$ cat src/rtl/mem_req_sequencer_if.sv
// Request/response channel plus memory-unit pin bundle for mem_req_sequencer.
// The slave modport is the sequencer's view; the master modport is its environment.
interface mem_req_sequencer_if;
    logic       req_valid;
    logic       req_ready;
    logic       req_write;
    logic [2:0] req_adr;
    logic [7:0] req_data;
    logic       resp_valid;
    logic       resp_ready;
    logic [7:0] resp_data;
    logic       resp_err;
    logic       busy;
    logic       mem_op;
    logic       mem_select;
    logic [2:0] mem_adr;
    logic [7:0] mem_in;
    logic [7:0] mem_out;
    logic       mem_valid;
    logic       mem_rw;

    modport slave (
        input  req_valid, req_write, req_adr, req_data, resp_ready,
               mem_out, mem_valid, mem_rw,
        output req_ready, resp_valid, resp_data, resp_err, busy,
               mem_op, mem_select, mem_adr, mem_in
    );

    modport master (
        output req_valid, req_write, req_adr, req_data, resp_ready,
               mem_out, mem_valid, mem_rw,
        input  req_ready, resp_valid, resp_data, resp_err, busy,
               mem_op, mem_select, mem_adr, mem_in
    );
endinterface

$ cat src/rtl/mem_req_sequencer.sv
// Sequences single read/write requests onto the 8x8 memory unit pins with
// fixed phase timing and returns read words on a valid/ready response channel.
module mem_req_sequencer #(
    parameter int unsigned INIT_CYCLES   = 3,
    parameter int unsigned WRITE_CYCLES  = 2,
    parameter int unsigned SETTLE_CYCLES = 2,
    parameter int unsigned READ_CYCLES   = 2,
    parameter int unsigned TIMEOUT       = 8
) (
    input  logic                 clk,
    input  logic                 rst_n,
    mem_req_sequencer_if.slave   bus
);

    typedef enum logic [2:0] {
        S_INIT,
        S_READY,
        S_WRITE,
        S_SETTLE,
        S_READ,
        S_RESP
    } state_t;

    state_t     state_q, state_d;
    logic [3:0] cnt_q, cnt_d;
    logic       readOp_q, readOp_d;
    logic       waitPhase_q, waitPhase_d;
    logic       memOp_q, memOp_d;
    logic       memSelect_q, memSelect_d;
    logic [2:0] memAdr_q, memAdr_d;
    logic [7:0] memIn_q, memIn_d;
    logic       reqReady_q, reqReady_d;
    logic       respValid_q, respValid_d;
    logic [7:0] respData_q, respData_d;
    logic       respErr_q, respErr_d;
    logic       busy_q, busy_d;
    logic       memHit;

    assign memHit = bus.mem_valid && bus.mem_rw;

    always_ff @(posedge clk or negedge rst_n) begin
        if (!rst_n) begin
            state_q     <= S_INIT;
            cnt_q       <= 4'd0;
            readOp_q    <= 1'b0;
            waitPhase_q <= 1'b0;
            memOp_q     <= 1'b0;
            memSelect_q <= 1'b0;
            memAdr_q    <= 3'd0;
            memIn_q     <= 8'd0;
            reqReady_q  <= 1'b0;
            respValid_q <= 1'b0;
            respData_q  <= 8'd0;
            respErr_q   <= 1'b0;
            busy_q      <= 1'b1;
        end else begin
            state_q     <= state_d;
            cnt_q       <= cnt_d;
            readOp_q    <= readOp_d;
            waitPhase_q <= waitPhase_d;
            memOp_q     <= memOp_d;
            memSelect_q <= memSelect_d;
            memAdr_q    <= memAdr_d;
            memIn_q     <= memIn_d;
            reqReady_q  <= reqReady_d;
            respValid_q <= respValid_d;
            respData_q  <= respData_d;
            respErr_q   <= respErr_d;
            busy_q      <= busy_d;
        end
    end

    // Outputs are registered, so each transition also sets the next state's pin values.
    always_comb begin
        state_d     = state_q;
        cnt_d       = cnt_q;
        readOp_d    = readOp_q;
        waitPhase_d = waitPhase_q;
        memOp_d     = memOp_q;
        memSelect_d = memSelect_q;
        memAdr_d    = memAdr_q;
        memIn_d     = memIn_q;
        reqReady_d  = reqReady_q;
        respValid_d = respValid_q;
        respData_d  = respData_q;
        respErr_d   = respErr_q;
        busy_d      = busy_q;

        case (state_q)
            // INIT counts up from the reset value; every later phase loads and counts down.
            S_INIT: begin
                if (cnt_q == 4'(INIT_CYCLES - 1)) begin
                    state_d    = S_READY;
                    cnt_d      = 4'd0;
                    reqReady_d = 1'b1;
                    busy_d     = 1'b0;
                end else begin
                    cnt_d = cnt_q + 4'd1;
                end
            end

            S_READY: begin
                if (bus.req_valid && reqReady_q) begin
                    reqReady_d  = 1'b0;
                    busy_d      = 1'b1;
                    memAdr_d    = bus.req_adr;
                    memSelect_d = 1'b1;
                    if (bus.req_write) begin
                        state_d  = S_WRITE;
                        memIn_d  = bus.req_data;
                        memOp_d  = 1'b1;
                        readOp_d = 1'b0;
                        cnt_d    = 4'(WRITE_CYCLES - 1);
                    end else begin
                        state_d     = S_READ;
                        memOp_d     = 1'b0;
                        readOp_d    = 1'b1;
                        waitPhase_d = 1'b0;
                        cnt_d       = 4'(READ_CYCLES - 1);
                    end
                end
            end

            S_WRITE: begin
                if (cnt_q == 4'd0) begin
                    state_d     = S_SETTLE;
                    memOp_d     = 1'b0;
                    memSelect_d = 1'b0;
                    cnt_d       = 4'(SETTLE_CYCLES - 1);
                end else begin
                    cnt_d = cnt_q - 4'd1;
                end
            end

            // The last minimum-hold cycle is already a sampling opportunity.
            S_READ: begin
                if ((cnt_q == 4'd0 || waitPhase_q) && memHit) begin
                    state_d     = S_SETTLE;
                    memSelect_d = 1'b0;
                    respData_d  = bus.mem_out;
                    respErr_d   = 1'b0;
                    cnt_d       = 4'(SETTLE_CYCLES - 1);
                end else if (cnt_q == 4'd0 && !waitPhase_q) begin
                    waitPhase_d = 1'b1;
                    cnt_d       = 4'(TIMEOUT - 1);
                end else if (cnt_q == 4'd0) begin
                    state_d     = S_SETTLE;
                    memSelect_d = 1'b0;
                    respData_d  = 8'h00;
                    respErr_d   = 1'b1;
                    cnt_d       = 4'(SETTLE_CYCLES - 1);
                end else begin
                    cnt_d = cnt_q - 4'd1;
                end
            end

            S_SETTLE: begin
                if (cnt_q == 4'd0) begin
                    if (readOp_q) begin
                        state_d     = S_RESP;
                        respValid_d = 1'b1;
                    end else begin
                        state_d    = S_READY;
                        reqReady_d = 1'b1;
                        busy_d     = 1'b0;
                    end
                end else begin
                    cnt_d = cnt_q - 4'd1;
                end
            end

            S_RESP: begin
                if (bus.resp_ready) begin
                    state_d     = S_READY;
                    respValid_d = 1'b0;
                    reqReady_d  = 1'b1;
                    busy_d      = 1'b0;
                end
            end

            default: begin
                state_d = S_INIT;
                cnt_d   = 4'd0;
            end
        endcase
    end

    assign bus.req_ready  = reqReady_q;
    assign bus.resp_valid = respValid_q;
    assign bus.resp_data  = respData_q;
    assign bus.resp_err   = respErr_q;
    assign bus.busy       = busy_q;
    assign bus.mem_op     = memOp_q;
    assign bus.mem_select = memSelect_q;
    assign bus.mem_adr    = memAdr_q;
    assign bus.mem_in     = memIn_q;

endmodule

$ cat src/flat_wrapper.sv
// flat-port wrapper written by rule: the top's interface ports become plain ports
module mem_req_sequencer_flat 
#(
    parameter int unsigned INIT_CYCLES   = 3,
    parameter int unsigned WRITE_CYCLES  = 2,
    parameter int unsigned SETTLE_CYCLES = 2,
    parameter int unsigned READ_CYCLES   = 2,
    parameter int unsigned TIMEOUT       = 8
)
  (clk, rst_n, bus_req_valid, bus_req_write, bus_req_adr, bus_req_data, bus_resp_ready, bus_mem_out, bus_mem_valid, bus_mem_rw, bus_req_ready, bus_resp_valid, bus_resp_data, bus_resp_err, bus_busy, bus_mem_op, bus_mem_select, bus_mem_adr, bus_mem_in);
  mem_req_sequencer_if bus_i ();
  input  logic clk;
  input  logic rst_n;
  input wire logic [$bits(bus_i.req_valid)-1:0] bus_req_valid;
  input wire logic [$bits(bus_i.req_write)-1:0] bus_req_write;
  input wire logic [$bits(bus_i.req_adr)-1:0] bus_req_adr;
  input wire logic [$bits(bus_i.req_data)-1:0] bus_req_data;
  input wire logic [$bits(bus_i.resp_ready)-1:0] bus_resp_ready;
  input wire logic [$bits(bus_i.mem_out)-1:0] bus_mem_out;
  input wire logic [$bits(bus_i.mem_valid)-1:0] bus_mem_valid;
  input wire logic [$bits(bus_i.mem_rw)-1:0] bus_mem_rw;
  output wire logic [$bits(bus_i.req_ready)-1:0] bus_req_ready;
  output wire logic [$bits(bus_i.resp_valid)-1:0] bus_resp_valid;
  output wire logic [$bits(bus_i.resp_data)-1:0] bus_resp_data;
  output wire logic [$bits(bus_i.resp_err)-1:0] bus_resp_err;
  output wire logic [$bits(bus_i.busy)-1:0] bus_busy;
  output wire logic [$bits(bus_i.mem_op)-1:0] bus_mem_op;
  output wire logic [$bits(bus_i.mem_select)-1:0] bus_mem_select;
  output wire logic [$bits(bus_i.mem_adr)-1:0] bus_mem_adr;
  output wire logic [$bits(bus_i.mem_in)-1:0] bus_mem_in;
  assign bus_i.req_valid = bus_req_valid;
  assign bus_i.req_write = bus_req_write;
  assign bus_i.req_adr = bus_req_adr;
  assign bus_i.req_data = bus_req_data;
  assign bus_i.resp_ready = bus_resp_ready;
  assign bus_i.mem_out = bus_mem_out;
  assign bus_i.mem_valid = bus_mem_valid;
  assign bus_i.mem_rw = bus_mem_rw;
  assign bus_req_ready = bus_i.req_ready;
  assign bus_resp_valid = bus_i.resp_valid;
  assign bus_resp_data = bus_i.resp_data;
  assign bus_resp_err = bus_i.resp_err;
  assign bus_busy = bus_i.busy;
  assign bus_mem_op = bus_i.mem_op;
  assign bus_mem_select = bus_i.mem_select;
  assign bus_mem_adr = bus_i.mem_adr;
  assign bus_mem_in = bus_i.mem_in;
  mem_req_sequencer #(.INIT_CYCLES(INIT_CYCLES), .WRITE_CYCLES(WRITE_CYCLES), .SETTLE_CYCLES(SETTLE_CYCLES), .READ_CYCLES(READ_CYCLES), .TIMEOUT(TIMEOUT)) u_core (.clk(clk), .rst_n(rst_n), .bus(bus_i));
endmodule
$ cat config.mk
export PLATFORM = sky130hd
export DESIGN_NAME = mem_req_sequencer_flat
export DESIGN_NICKNAME = d
export VERILOG_FILES = /design/src/rtl/mem_req_sequencer_if.sv /design/src/rtl/mem_req_sequencer.sv /design/src/flat_wrapper.sv
export SDC_FILE = /design/constraint.sdc
export NUM_CORES = 1
export LEC_CHECK = 0
export CAP_MARGIN = 20
export CORE_MARGIN = 2
export CORE_UTILIZATION = 35
export CTS_BUF_LIST = sky130_fd_sc_hd__clkbuf_4
export CTS_CLUSTER_SIZE = 24
export DETAILED_ROUTE_END_ITERATION = 8
export GPL_TIMING_DRIVEN = 0
export SYNTH_ARGS = -nofsm -noshare
export SYNTH_HDL_FRONTEND = slang
export SYNTH_SLANG_ARGS = --single-unit
$ cat constraint.sdc
create_clock -name clk -period 2.25 [get_ports clk]
set_input_delay 0.45 -clock clk [delete_from_list [all_inputs] [get_ports clk]]
set_output_delay 0.45 -clock clk [all_outputs]
set_load 0.01 [all_outputs]
==> metrics, run 1 <==
via count 1520; slowest library cell on the worst path dfrtp_2; CP peak stage delay 420 ps; H-tree depth 2; number of port buffers 50; multiplexer share of the synthesized area 7.27%; layout cells sized above 1 16.4%; Iteration-0 DRC Markers 127; FP Rows 25; min-delay worst type in -> async; CTS tree yes; register area 855 µm²; Sink Count 34; CP arrival 2360 ps; largest family of logic cells by synthesized area compound AO/OA/AOI/OAI gates; drc violations 0; final hold violation count 0; slew margin rel. 45.0%; Die X 73.8 µm; Routed WL per cell 14.2 µm; synth-to-layout area growth 41.6%; synthesized net count 194; sequential share of the synthesized area 50.0%; number of global-route vias before repair 1495; most common cell in the synthesized netlist dfrtp_1; RD Place Congestion 0.923; Fmax 471 MHz; WP buf/inv 2; Max Buffers Root-to-Sink 2; DIE AREA 5440 µm²; CP max FO 9; die height 73.8 µm; drt total wl 4160 µm; largest net degree at the start of global routing 35; Synth Area in Simple Gates 13.2%; EDFF count, synth 0; post-synth top area share 48.5%; Initial DRT Pass Iterations 4; Synth top cells by count 33 x dfrtp_1, 14 x nand2_1, 11 x mux2_2, 11 x o21ai_0; DP Cell Count 281; peak supply drop 638 µV; ANT cells 0; Critical Path, Cell by Cell inv_1, ha_2, or3b_1, buf_2, and2_4, nor2_4, nand2_1, a22o_1; register-to-register setup slack 130 ps; Adder-Cell Fraction of Synth Area 2.94%; CTS Buf Count 5; required time of the critical path 2480 ps; Setup crit start kind flip-flop; area of the multi-input gates 812 µm²; Post-Syn Area 1700 µm²; total power 3.29 mW; number of max-cap violations 0; worst-skew pair later-pin latency 330 ps; Starting Density 36.1%; final std cells w/o fill 292; min Tclk post-route 2120 ps; clk_skew 6.41 ps; ys flop type dfrtp_1; result of the run complete, no violations; DPL Wire Length 3020 µm; grt ovf 0; Synth area leaders dfrtp_1 48%, mux2_2 7.3%, a22o_1 4.6%; kind of critical path reg -> reg; Warnings, synthesis 0; Post-DRT Antenna Nets 0; cell family with most CP delay simple AND/OR/NAND/NOR gates; first-pass GRT wire length 7000 µm; Crit. End Element flip-flop; Synth area leader dfrtp_1; syn avg cell area 10.4 µm²; # hold bufs at CTS 0; clock root cell clkbuf_4; Final Max Tran Viols 0; Core Util, Final 51.1%; final setup TNS 0 ps; Core Region 4720 µm²; Leak Pwr 1.02 nW; # nets final 254; GRT Util Overall 16.6%; fillers 442; initial antenna violation count 0; Compound-Gate Fraction of Synth Area 21.9%; Vias/cell 5.21; Ports 51; Synth Register Bits 34; final worst-path cycle share 94.4%; pwr/cell area 1360 nW/µm²; clock-pin slew on the worst setup and hold paths 110 ps; hold slack 169 ps; XOR/XNOR Fraction of Synth Area 1.03%; worst slew pin tran 823 ps; Post-synth ARST share 100%; Synth cell types 43; Final Setup Violations 0; Synth Instances 164
[cells by family (layout without fill, tap and decap cells)]
family                   Yosys count  in the layout
AO/OA/AOI/OAI                     54             54
AND/OR/NAND/NOR                   45             45
XOR/XNOR                           2              2
flip-flops                        34             34
buffers and inverters             14             75
adder cells (fa/ha/maj)            4              4
multiplexers                      11             11
[timing repair]
item,in CTS,in global routing
endpoints found under the hold margin,0,0
buffers inserted,1,2
resized for setup,2,6
pin swaps,0,2
setup endpoints to repair,12,15
[report_power, final]
group	internal, mW	switching [mW]
combinational	0.898	0.898
sequential	0.876	0.161
clock	0.247	0.214
total	2.02	1.27
[flip-flops by register name, summed over array words and instances (netlist names)]
name / cells
u_core.bus.busy: 1
u_core.bus.mem_adr: 3
u_core.bus.mem_in: 8
u_core.bus.mem_op: 1
u_core.bus.mem_select: 1
u_core.bus.req_ready: 1
u_core.bus.resp_data: 8
u_core.bus.resp_err: 1
u_core.bus.resp_valid: 1
u_core.cnt_q: 4
u_core.readOp_q: 1
u_core.state_q: 3
u_core.waitPhase_q: 1
[final timing paths]
check | startpoint | end | cells past startpoint
worst max-delay path | u_core.cnt_q[0]$_DFFE_PN0P_ | u_core.bus.resp_data[4]$_DFFE_PN0P_ | 8
worst min-delay path | rst_n | u_core.bus.mem_in[5]$_DFFE_PN0P_ | 1
worst max register to register | u_core.cnt_q[0]$_DFFE_PN0P_ | u_core.bus.resp_data[4]$_DFFE_PN0P_ | 8
worst min register to register | u_core.bus.mem_in[5]$_DFFE_PN0P_ | u_core.bus.mem_in[5]$_DFFE_PN0P_ | 1
max in group asynchronous | rst_n | u_core.cnt_q[0]$_DFFE_PN0P_ | 1
min in group clk | u_core.bus.mem_in[5]$_DFFE_PN0P_ | u_core.bus.mem_in[5]$_DFFE_PN0P_ | 1
[stage by stage]
step	cell area, µm²	setup WS [ps]
3_3_place_gp	2290	-10.6
3_5_place_dp	2280	-29.9
5_1_grt	2410	-1.48
6_report	2410	126
4_1_cts	2380	22.4
2_1_floorplan	1700	257
[placed cells by master (no fill, tap or decap), drive strengths merged, types with 2 or more instances in the layout]
master and instances:
clkbuf 10, buf 7, a21oi 11, ha 4, a22o 9, o21ai 13, nand2b 2, o211ai 3
inv 7, nor2b 2, o22ai 3, nor3b 2, clkdlybuf4s50 49, nor3 4, nor2 11, nand3 3
dfrtp 33, nand2 14, o31ai 2, mux2 11, o21a 2, and3 2, a22oi 2
[layer usage]
metal	wire [µm]	global-route usage [%]	up-vias
li1	-	-	715
met1	1790	22.0	733
met2	2020	25.6	64
met3	291	4.80	8
met4	58	5.86	0
met5	0	0	-
[layout make-up]
cell class,instances,share of cell area (%)
inverter,7,1.09
clock buffer,6,1.87
tap,67,3.47
sequential,34,35.4
timing repair buffer,53,21.5
clock inverter,2,1.56
buffer,7,1.50
multi-input combinational,116,33.6
No activity file was read; power rests on OpenSTA's default activity.
==> inputs of run 2 (changes only) <==
- CORE_ASPECT_RATIO: unset -> 0.5
==> metrics, run 2 (synthesis gave the netlist of run 1 again) <==
Final Max Tran Viols 0 (unchanged); Core Util, Final 52.6% (was 51.1%); clock-pin slew on the worst setup and hold paths 110 ps (about the same); Post-DRT Antenna Nets 0 (unchanged); Vias/cell 5.11 (was 5.21); number of max-cap violations 0 (unchanged); final hold violation count 0 (unchanged); final setup margin 136 ps (was 126 ps); register-to-register setup slack 140 ps (was 130 ps); CP arrival 2340 ps (was 2360 ps); CTS Buf Count 5 (unchanged); final worst-path cycle share 94.0% (was 94.4%); sequential power share 32.9% (was 31.5%); Core Region 4530 µm² (was 4720 µm²); ANT cells 0 (unchanged); grt ovf 0 (unchanged); Net Sw Frac 39.9% (was 38.6%); commonest non-fill, non-tap cell in the layout clkdlybuf4s50_1 (unchanged); Comb power frac 56.9% (was 54.5%); drt total wl 4240 µm (was 4160 µm); most frequent cells in the layout 49 x clkdlybuf4s50_1, 31 x dfrtp_1, 13 x nand2_1, 11 x mux2_2, 11 x o21ai_0 (was 49 x clkdlybuf4s50_1, 31 x dfrtp_1, 14 x nand2_1, 11 x mux2_2); Leak Pwr 1.01 nW (was 1.02 nW); Initial DRT Pass Iterations 4 (unchanged); Int Power 1.89 mW (was 2.02 mW); min-delay worst type in -> async (unchanged); Max Buffers Root-to-Sink 2 (unchanged); layout cells sized above 1 15.1% (was 16.4%); DP Cell Count 280 (was 281); DPL Wire Length 3070 µm (was 3020 µm); drc violations 0 (unchanged); CTS tree yes (unchanged); largest net degree at the start of global routing 35 (unchanged); required time of the critical path 2470 ps (was 2480 ps); kind of critical path reg -> reg (unchanged); RR Startpoint u_core.cnt_q[1]$_DFFE_PN0P_ (was u_core.cnt_q[0]$_DFFE_PN0P_); worst slew pin tran 912 ps (was 823 ps); Die X 103 µm (was 73.8 µm); RD Place Congestion 0.880 (was 0.923); Ports 51 (unchanged); first-pass GRT wire length 7140 µm (was 7000 µm); initial antenna violation count 0 (unchanged); Sink Count 34 (unchanged); dpl ws -78.5 ps (was -29.9 ps); final std cells w/o fill 291 (was 292); die height 53.3 µm (was 73.8 µm); Starting Density 37.6% (was 36.1%); clock share of power 10.2% (was 14.0%); peak supply drop 556 µV (was 638 µV); Crit. End Element flip-flop (unchanged); Routed WL per cell 14.6 µm (was 14.2 µm); CP endpoint u_core.state_q[0]$_DFFE_PN0P_ (was u_core.bus.resp_data[4]$_DFFE_PN0P_); P_sw 1.26 mW (was 1.27 mW); Critical Path Source u_core.cnt_q[1]$_DFFE_PN0P_ (was u_core.cnt_q[0]$_DFFE_PN0P_); min Tclk post-route 2110 ps (was 2120 ps); Setup crit start kind flip-flop (unchanged); number of global-route vias before repair 1467 (was 1495); synth-to-layout area growth 39.8% (was 41.6%); via count 1487 (was 1520); result of the run complete, no violations (unchanged); clock root cell clkbuf_4 (unchanged); slew margin rel. 39.1% (was 45.0%); FF-to-FF path depth 8 (unchanged); pwr/cell area 1320 nW/µm² (was 1360 nW/µm²); FP Rows 17 (was 25); GRT Util Overall 17.5% (was 16.6%); Iteration-0 DRC Markers 57 (was 127); DIE AREA 5480 µm² (was 5440 µm²); # nets final 254 (unchanged); worst-skew pair later-pin latency 330 ps (about the same); clk_skew 2.36 ps (was 6.41 ps); Fmax 473 MHz (was 471 MHz); Final Setup Violations 0 (unchanged); RR Endpoint u_core.state_q[0]$_DFFE_PN0P_ (was u_core.bus.resp_data[4]$_DFFE_PN0P_); hold slack 169 ps (about the same); H-tree depth 2 (unchanged); number of port buffers 50 (unchanged); unrepaired setup endpoints after global routing false; CP max FO 9 (unchanged)
## run 2: worst min path at each step
stage                                              from                             endpoint  slack [ps]
finish                                            rst_n    u_core.bus.mem_adr[0]$_DFFE_PN0P_         170
global route                                      rst_n  u_core.bus.resp_data[5]$_DFFE_PN0P_         230
CTS                                               rst_n          u_core.readOp_q$_DFFE_PN0P_         200
detailed placement  u_core.bus.resp_data[0]$_DFFE_PN0P_  u_core.bus.resp_data[0]$_DFFE_PN0P_         480
global placement    u_core.bus.resp_data[3]$_DFFE_PN0P_  u_core.bus.resp_data[3]$_DFFE_PN0P_         480
floorplan                                         rst_n    u_core.bus.mem_adr[0]$_DFFE_PN0P_         150
## run 2: cell type report
cell class	count	area [µm²]
Sequential cell	34	855
Inverter	7	26.3
Clock inverter	3	11.3
Multi-Input combinational cell	116	816
Buffer	7	36.3
Tap cell	66	82.6
Timing Repair Buffer	53	518
Fill cell	433	2150
Clock buffer	5	37.5
## run 2: power by group through the flow
stage	registers, mW	logic (mW)	clock network, mW
5_1_grt	1.07	1.99	0.359
6_report	1.04	1.79	0.323
4_1_cts	1.04	1.75	0.335
3_5_place_dp	1.07	1.70	0
2_1_floorplan	1.12	0.957	0
3_3_place_gp	1.05	1.69	0
## run 2: through the flow
stage / cell area (µm²) / total power, mW / setup TNS [ps]
finish: 2380 / 3.15 / 0
global route: 2380 / 3.42 / 0
CTS: 2350 / 3.12 / 0
detailed placement: 2280 / 2.76 / -729
global placement: 2290 / 2.74 / -647
floorplan: 1700 / 2.08 / 0
## run 2: critical path, cell delays in order, from the launching register on
cell,delay [ps]
dfrtp_2,440
inv_1,110
ha_4,170
or3b_1,350
buf_2,180
and2_4,150
nor2_2,160
o21ai_1,100
a2111oi_2,340
## run 2: timing repair
item | 4_1_cts | 5_1_grt
pin swaps | 0 | 2
endpoints found under the setup margin | 13 | 13
setup buffers | 1 | 2
gates resized for setup | 4 | 3
hold buffers | 0 | 0
## run 2: per-layer routing
layer	track usage, %	part of all wire (%)	vias up
met1	23.0	47	733
met4	6.00	0.99	0
met5	0	0	-
met3	4.36	3.9	4
met2	28.4	48	30
li1	-	-	720
==> inputs of run 3 (changes only) <==
- PLACE_DENSITY_LB_ADDON: unset -> 0.1
==> metrics, run 3 (synthesis gave the netlist of run 1 again) <==
result of the run complete, no violations (unchanged); commonest non-fill, non-tap cell in the layout clkdlybuf4s50_1 (unchanged); Fmax 467 MHz (was 473 MHz); Final Max Tran Viols 0 (unchanged); Iteration-0 DRC Markers 63 (was 57); CP max FO 9 (unchanged); clock-pin slew on the worst setup and hold paths 120 ps (was 110 ps); number of global-route vias before repair 1417 (was 1467); Die X 103 µm (unchanged); die height 53.3 µm (unchanged); drt total wl 4140 µm (was 4240 µm); ANT cells 0 (unchanged); Initial DRT Pass Iterations 4 (unchanged); # hold bufs at CTS 0 (unchanged); synth-to-layout area growth 41.6% (was 39.8%); kind of critical path reg -> reg (unchanged); Starting Density 37.6% (unchanged); first-pass GRT wire length 6860 µm (was 7140 µm); Leak Pwr 1.02 nW (was 1.01 nW); CP arrival 2370 ps (was 2340 ps); required time of the critical path 2480 ps (was 2470 ps); largest net degree at the start of global routing 35 (unchanged); Final Setup Violations 0 (unchanged); most frequent cells in the layout 49 x clkdlybuf4s50_1, 31 x dfrtp_1, 13 x nand2_1, 11 x mux2_2 (was 49 x clkdlybuf4s50_1, 31 x dfrtp_1, 13 x nand2_1, 11 x mux2_2, 11 x o21ai_0); clock root cell clkbuf_4 (unchanged); Ports 51 (unchanged); pwr/cell area 1360 nW/µm² (was 1320 nW/µm²); unrepaired setup endpoints after global routing false (unchanged); slew margin rel. 35.6% (was 39.1%); final std cells w/o fill 292 (was 291); CTS tree yes (unchanged); drc violations 0 (unchanged); Setup crit start kind flip-flop (unchanged); Area after DPL 2280 µm² (unchanged); peak supply drop 546 µV (was 556 µV); FF-to-FF path depth 8 (unchanged); Finished Cell Area 2410 µm² (was 2380 µm²); Routed WL per cell 14.2 µm (was 14.6 µm); fillers 443 (was 433); DPL Wire Length 2920 µm (was 3070 µm); DIE AREA 5480 µm² (unchanged); Vias/cell 5.13 (was 5.11); Post-DRT Antenna Nets 0 (unchanged); number of port buffers 50 (unchanged); layout cells sized above 1 16.4% (was 15.1%); clk_skew 11.8 ps (was 2.36 ps); Sink Count 34 (unchanged); worst-skew pair later-pin latency 340 ps (was 330 ps); number of max-cap violations 0 (unchanged); GRT Util Overall 16.8% (was 17.5%); min Tclk post-route 2140 ps (was 2110 ps); grt ovf 0 (unchanged); Crit. End Element flip-flop (unchanged); RD Place Congestion 0.873 (was 0.880); FP Rows 17 (unchanged); DP Cell Count 280 (unchanged); H-tree depth 2 (unchanged); worst slew pin tran 964 ps (was 912 ps); via count 1498 (was 1487); # nets final 255 (was 254); final worst-path cycle share 95.2% (was 94.0%); Max Buffers Root-to-Sink 2 (unchanged); min-delay worst type in -> async (unchanged); final hold violation count 0 (unchanged); initial antenna violation count 0 (unchanged); CTS Buf Count 5 (unchanged); Core Region 4530 µm² (unchanged)
==> run 3: repair_timing <==
action	4_1_cts	5_1_grt
pin swaps	0	1
setup buffers	1	3
setup endpoints to repair	13	12
endpoints found under the hold margin	0	0
gates resized for setup	4	3
==> run 3: stage by stage <==
stage / setup slack [ps] / TNS [ps] / utilization [%] / hold slack, ps / power, mW
2_1_floorplan: 257 / 0 / - / 154 / 2.08
3_3_place_gp: -57.0 / -1590 / 50.5 / 482 / 2.73
3_5_place_dp: -115 / -606 / 50.4 / 485 / 2.76
4_1_cts: 18.5 / 0 / 52.6 / 183 / 3.27
5_1_grt: 14.5 / 0 / 53.2 / 189 / 3.54
6_report: 108 / 0 / 53.2 / 165 / 3.29
==> run 3: final timing paths <==
path | start | end | slack, ps
max reg2reg | u_core.cnt_q[0]$_DFFE_PN0P_ | u_core.state_q[0]$_DFFE_PN0P_ | 110
max in group asynchronous | rst_n | u_core.cnt_q[1]$_DFFE_PN0P_ | 1540
max | u_core.cnt_q[0]$_DFFE_PN0P_ | u_core.state_q[0]$_DFFE_PN0P_ | 110
min reg2reg | u_core.bus.resp_data[4]$_DFFE_PN0P_ | u_core.bus.resp_data[4]$_DFFE_PN0P_ | 510
min | rst_n | u_core.bus.mem_in[6]$_DFFE_PN0P_ | 170
min in group clk | u_core.bus.resp_data[4]$_DFFE_PN0P_ | u_core.bus.resp_data[4]$_DFFE_PN0P_ | 510
==> run 3: per-layer routing <==
metal | up-vias | routed length [µm] | global-route usage (%)
met2 | 45 | 1830 | 25.7
li1 | 721 | - | -
met3 | 2 | 249 | 6.08
met5 | - | 0 | 0
met1 | 730 | 2040 | 22.1
met4 | 0 | 22 | 5.78
==> run 3: layout make-up <==
cell class	instances	area (µm²)	share of cell area, %
tap	66	82.6	3.42
sequential	34	855	35.4
clock buffer	5	37.5	1.56
buffer	7	36.3	1.50
timing repair buffer	54	526	21.8
inverter	7	26.3	1.09
multi-input combinational	116	805	33.4
clock inverter	3	45.0	1.87
==> run 3: worst max-delay path, cell delays in order (launching register included) <==
cell and delay [ps]:
dfrtp_2 420, inv_1 90, ha_2 230, or3b_1 350, buf_2 180, and2_4 160
nor2_4 110, o21ai_1 80, a2111oi_2 400
==> run 3: report_power, final <==
group | internal (mW) | switching (mW)
Combinational | 0.896 | 0.892
Clock | 0.233 | 0.234
Sequential | 0.876 | 0.155
Total | 2.01 | 1.28
==> edit: new RTL, settings of run 2 <==
Re-encode `state_t` (6 states) as Gray code, 3 bits wide.
--- a/src/rtl/mem_req_sequencer.sv
+++ b/src/rtl/mem_req_sequencer.sv
@@ -13,12 +13,12 @@
 );
 
     typedef enum logic [2:0] {
-        S_INIT,
-        S_READY,
-        S_WRITE,
-        S_SETTLE,
-        S_READ,
-        S_RESP
+        S_INIT   = 3'b000,
+        S_READY  = 3'b001,
+        S_WRITE  = 3'b011,
+        S_SETTLE = 3'b010,
+        S_READ   = 3'b110,
+        S_RESP   = 3'b111
     } state_t;
 
     state_t     state_q, state_d;
Formal check against the unedited RTL: no difference found for any inputs over 10 cycles, from zero or initial values and one cycle with rst_n low; not proved beyond that.
==> edit against run 2 <==
- worst setup slack improved by 0.055 ns
- routed wire length fell by 0.14%
- total power down 1.3%
- design area up 3.4%
- sequential cell count is the same
- global-route usage shrank 1.3 points
- area after synthesis increased by 4.5%
- synthesized cell count is 4.9% higher
- critical path type unchanged
- largest cell class is now multi-input combinational cells
- highest routed layer unchanged
==> edit: results (changes against run 2) <==
| Metric | Value |
|---|---|
| Pre-CTS setup slack | -0.01418 ns (was -0.07850 ns) |
| Clock Skew | 0.006893 ns (was 0.002359 ns) |
| Initial antenna violation count | 0 (unchanged) |
| Largest net degree at the start of global routing | 35 (unchanged) |
| First-pass GRT wire length | 7251 um (was 7141 um) |
| CTS Buffer Depth | 2 (unchanged) |
| Sw Share | 38.40% (was 39.87%) |
| Clk slew on worst S/H paths | 0.10 ns |
| Synth cell count leaders | 33 x dfrtp_1, 22 x nand2_1, 10 x a22o_1, 9 x nor2_1 (was 33 x dfrtp_1, 14 x nand2_1, 11 x mux2_2, 11 x o21ai_0) |
| Ys flop type | dfrtp_1 (unchanged) |
| Adder-Cell Fraction of Synth Area | 2.811% (was 2.937%) |
| Mean Syn Cell Area | 10.35 um2 (was 10.39 um2) |
| Post-Synth XOR/XNOR Area | 0.4919% (was 1.028%) |
| Status | complete, no violations (unchanged) |
| Proportion of synthesized area in mux cells | 5.060% (was 7.269%) |
| Combinational share of power | 51.6% (was 56.9%) |
| Routed wire length | 4238 um (was 4244 um) |
| Lkg Pwr | 1.049 nW (was 1.010 nW) |
| Worst-Skew Late Latency | roughly 0.32 ns |
| Proportion of layout cells with a drive suffix above 1 | 14.04% (was 15.11%) |
| Synth Area in Compound Gates | 21.57% (was 21.88%) |
| Vias in the first global route | 1514 (was 1467) |
| Worst VDD drop | 0.4913 mV (was 0.5560 mV) |
| Drt pass-1 iters | 5 (was 4) |
| HPWL Detailed | 3162 um (was 3072 um) |
| Distinct cells, synth | 48 (was 43) |
| Worst Hold Class | primary input to asynchronous set/reset pin (unchanged) |
| Syn_nets | 202 (was 194) |
| CTS root buf | clkbuf_4 (unchanged) |
| Async SR Flop Fraction | 100.0% (unchanged) |
| Switch Pwr | 1.195 mW (was 1.256 mW) |
| Yosys warning total | 0 (unchanged) |
| Final net count | 258 (was 254) |
| Placed cells | 292 (was 280) |
| DR vias/cell | 5.282 (was 5.110) |
| Placed cell areas | 2364 um2 (was 2282 um2) |
| Setup bufs post-CTS | 0 (was 1) |
| Area growth, synth to finish | 38.30% (was 39.79%) |
| Slew Limit Headroom | 49.38% (was 39.10%) |
| # fillers | 485 (was 433) |
| Reg2Reg Depth | 6 (was 8) |
| GPL Wtd Cong | 0.8457 (was 0.8796) |
| 1st-iter DRT viols | 78 (was 57) |
| GRT Util Overall | 16.25% (was 17.51%) |
| Register area share after synthesis | 47.86% (was 50.00%) |
| Clock-net power | 0.421 mW (was 0.323 mW) |
| Fin cells | 298 (was 291) |
| Synth top area cells | dfrtp_1 46%, mux2_2 5.1%, a22o_1 4.9%, nand2_1 4.6%, ha_1 2.8% (was dfrtp_1 48%, mux2_2 7.3%, a22o_1 4.6%, o21ai_0 3.2%, nand2_1 3.1%) |
| Largest fanout on the critical path | 10 (was 9) |
-- edit: cell types whose count changed after synthesis, moves of 3 or more --
cell     before  now
nand2_1      14   22
a21oi_1      10    6
mux2_2       11    8
o21ai_0      11    8
-- edit: worst max-delay path: stages, from the launching register on --
cell and delay [ns]:
dfrtp_1 0.50, inv_1 0.13, ha_2 0.25, or3b_4 0.45, o2111ai_1 0.21, o221ai_1 0.15
a22o_1 0.26
-- edit: cell type report --
type                       count  share of cell area, %
multi-input combinational    122                  36.33
sequential                    34                  34.60
timing repair buffer          50                  20.12
tap                           70                  3.557
clock buffer                   5                  1.524
buffer                         8                  1.423
clock inverter                 2                  1.372
inverter                       7                  1.067
-- edit: kinds of logic after synthesis --
logic type,after synthesis
buffers and inverters,16
multiplexers,8
AO/OA/AOI/OAI,51
AND/OR/NAND/NOR,58
flip-flops,34
XOR/XNOR,1
adder cells (fa/ha/maj),4
-- edit: final timing paths --
check | end | slack (ns) | start
max | u_core.cnt_q[2] | 0.19 | u_core.cnt_q[0]
min | u_core.cnt_q[3] | 0.19 | rst_n
max reg2reg | u_core.cnt_q[2] | 0.19 | u_core.cnt_q[0]
min reg2reg | u_core.bus.mem_adr[1] | 0.49 | u_core.bus.mem_adr[1]
max in group asynchronous | u_core.bus.resp_data[0] | 1.58 | rst_n
min in group clk | u_core.bus.mem_adr[1] | 0.49 | u_core.bus.mem_adr[1]
-- edit: metal layers --
metal	global-route usage (%)	routed length [um]	vias to the layer above
met1	21.84	2042	774
met4	3.778	14	0
met5	0	0	-
met2	27.16	1967	45
met3	4.048	214	2
li1	-	-	753
-- edit: timing repair --
item                       4_1_cts  5_1_grt
pin swaps                        0        0
setup endpoints to repair        4       12
resized for setup                2        3
hold buffers                     0        0
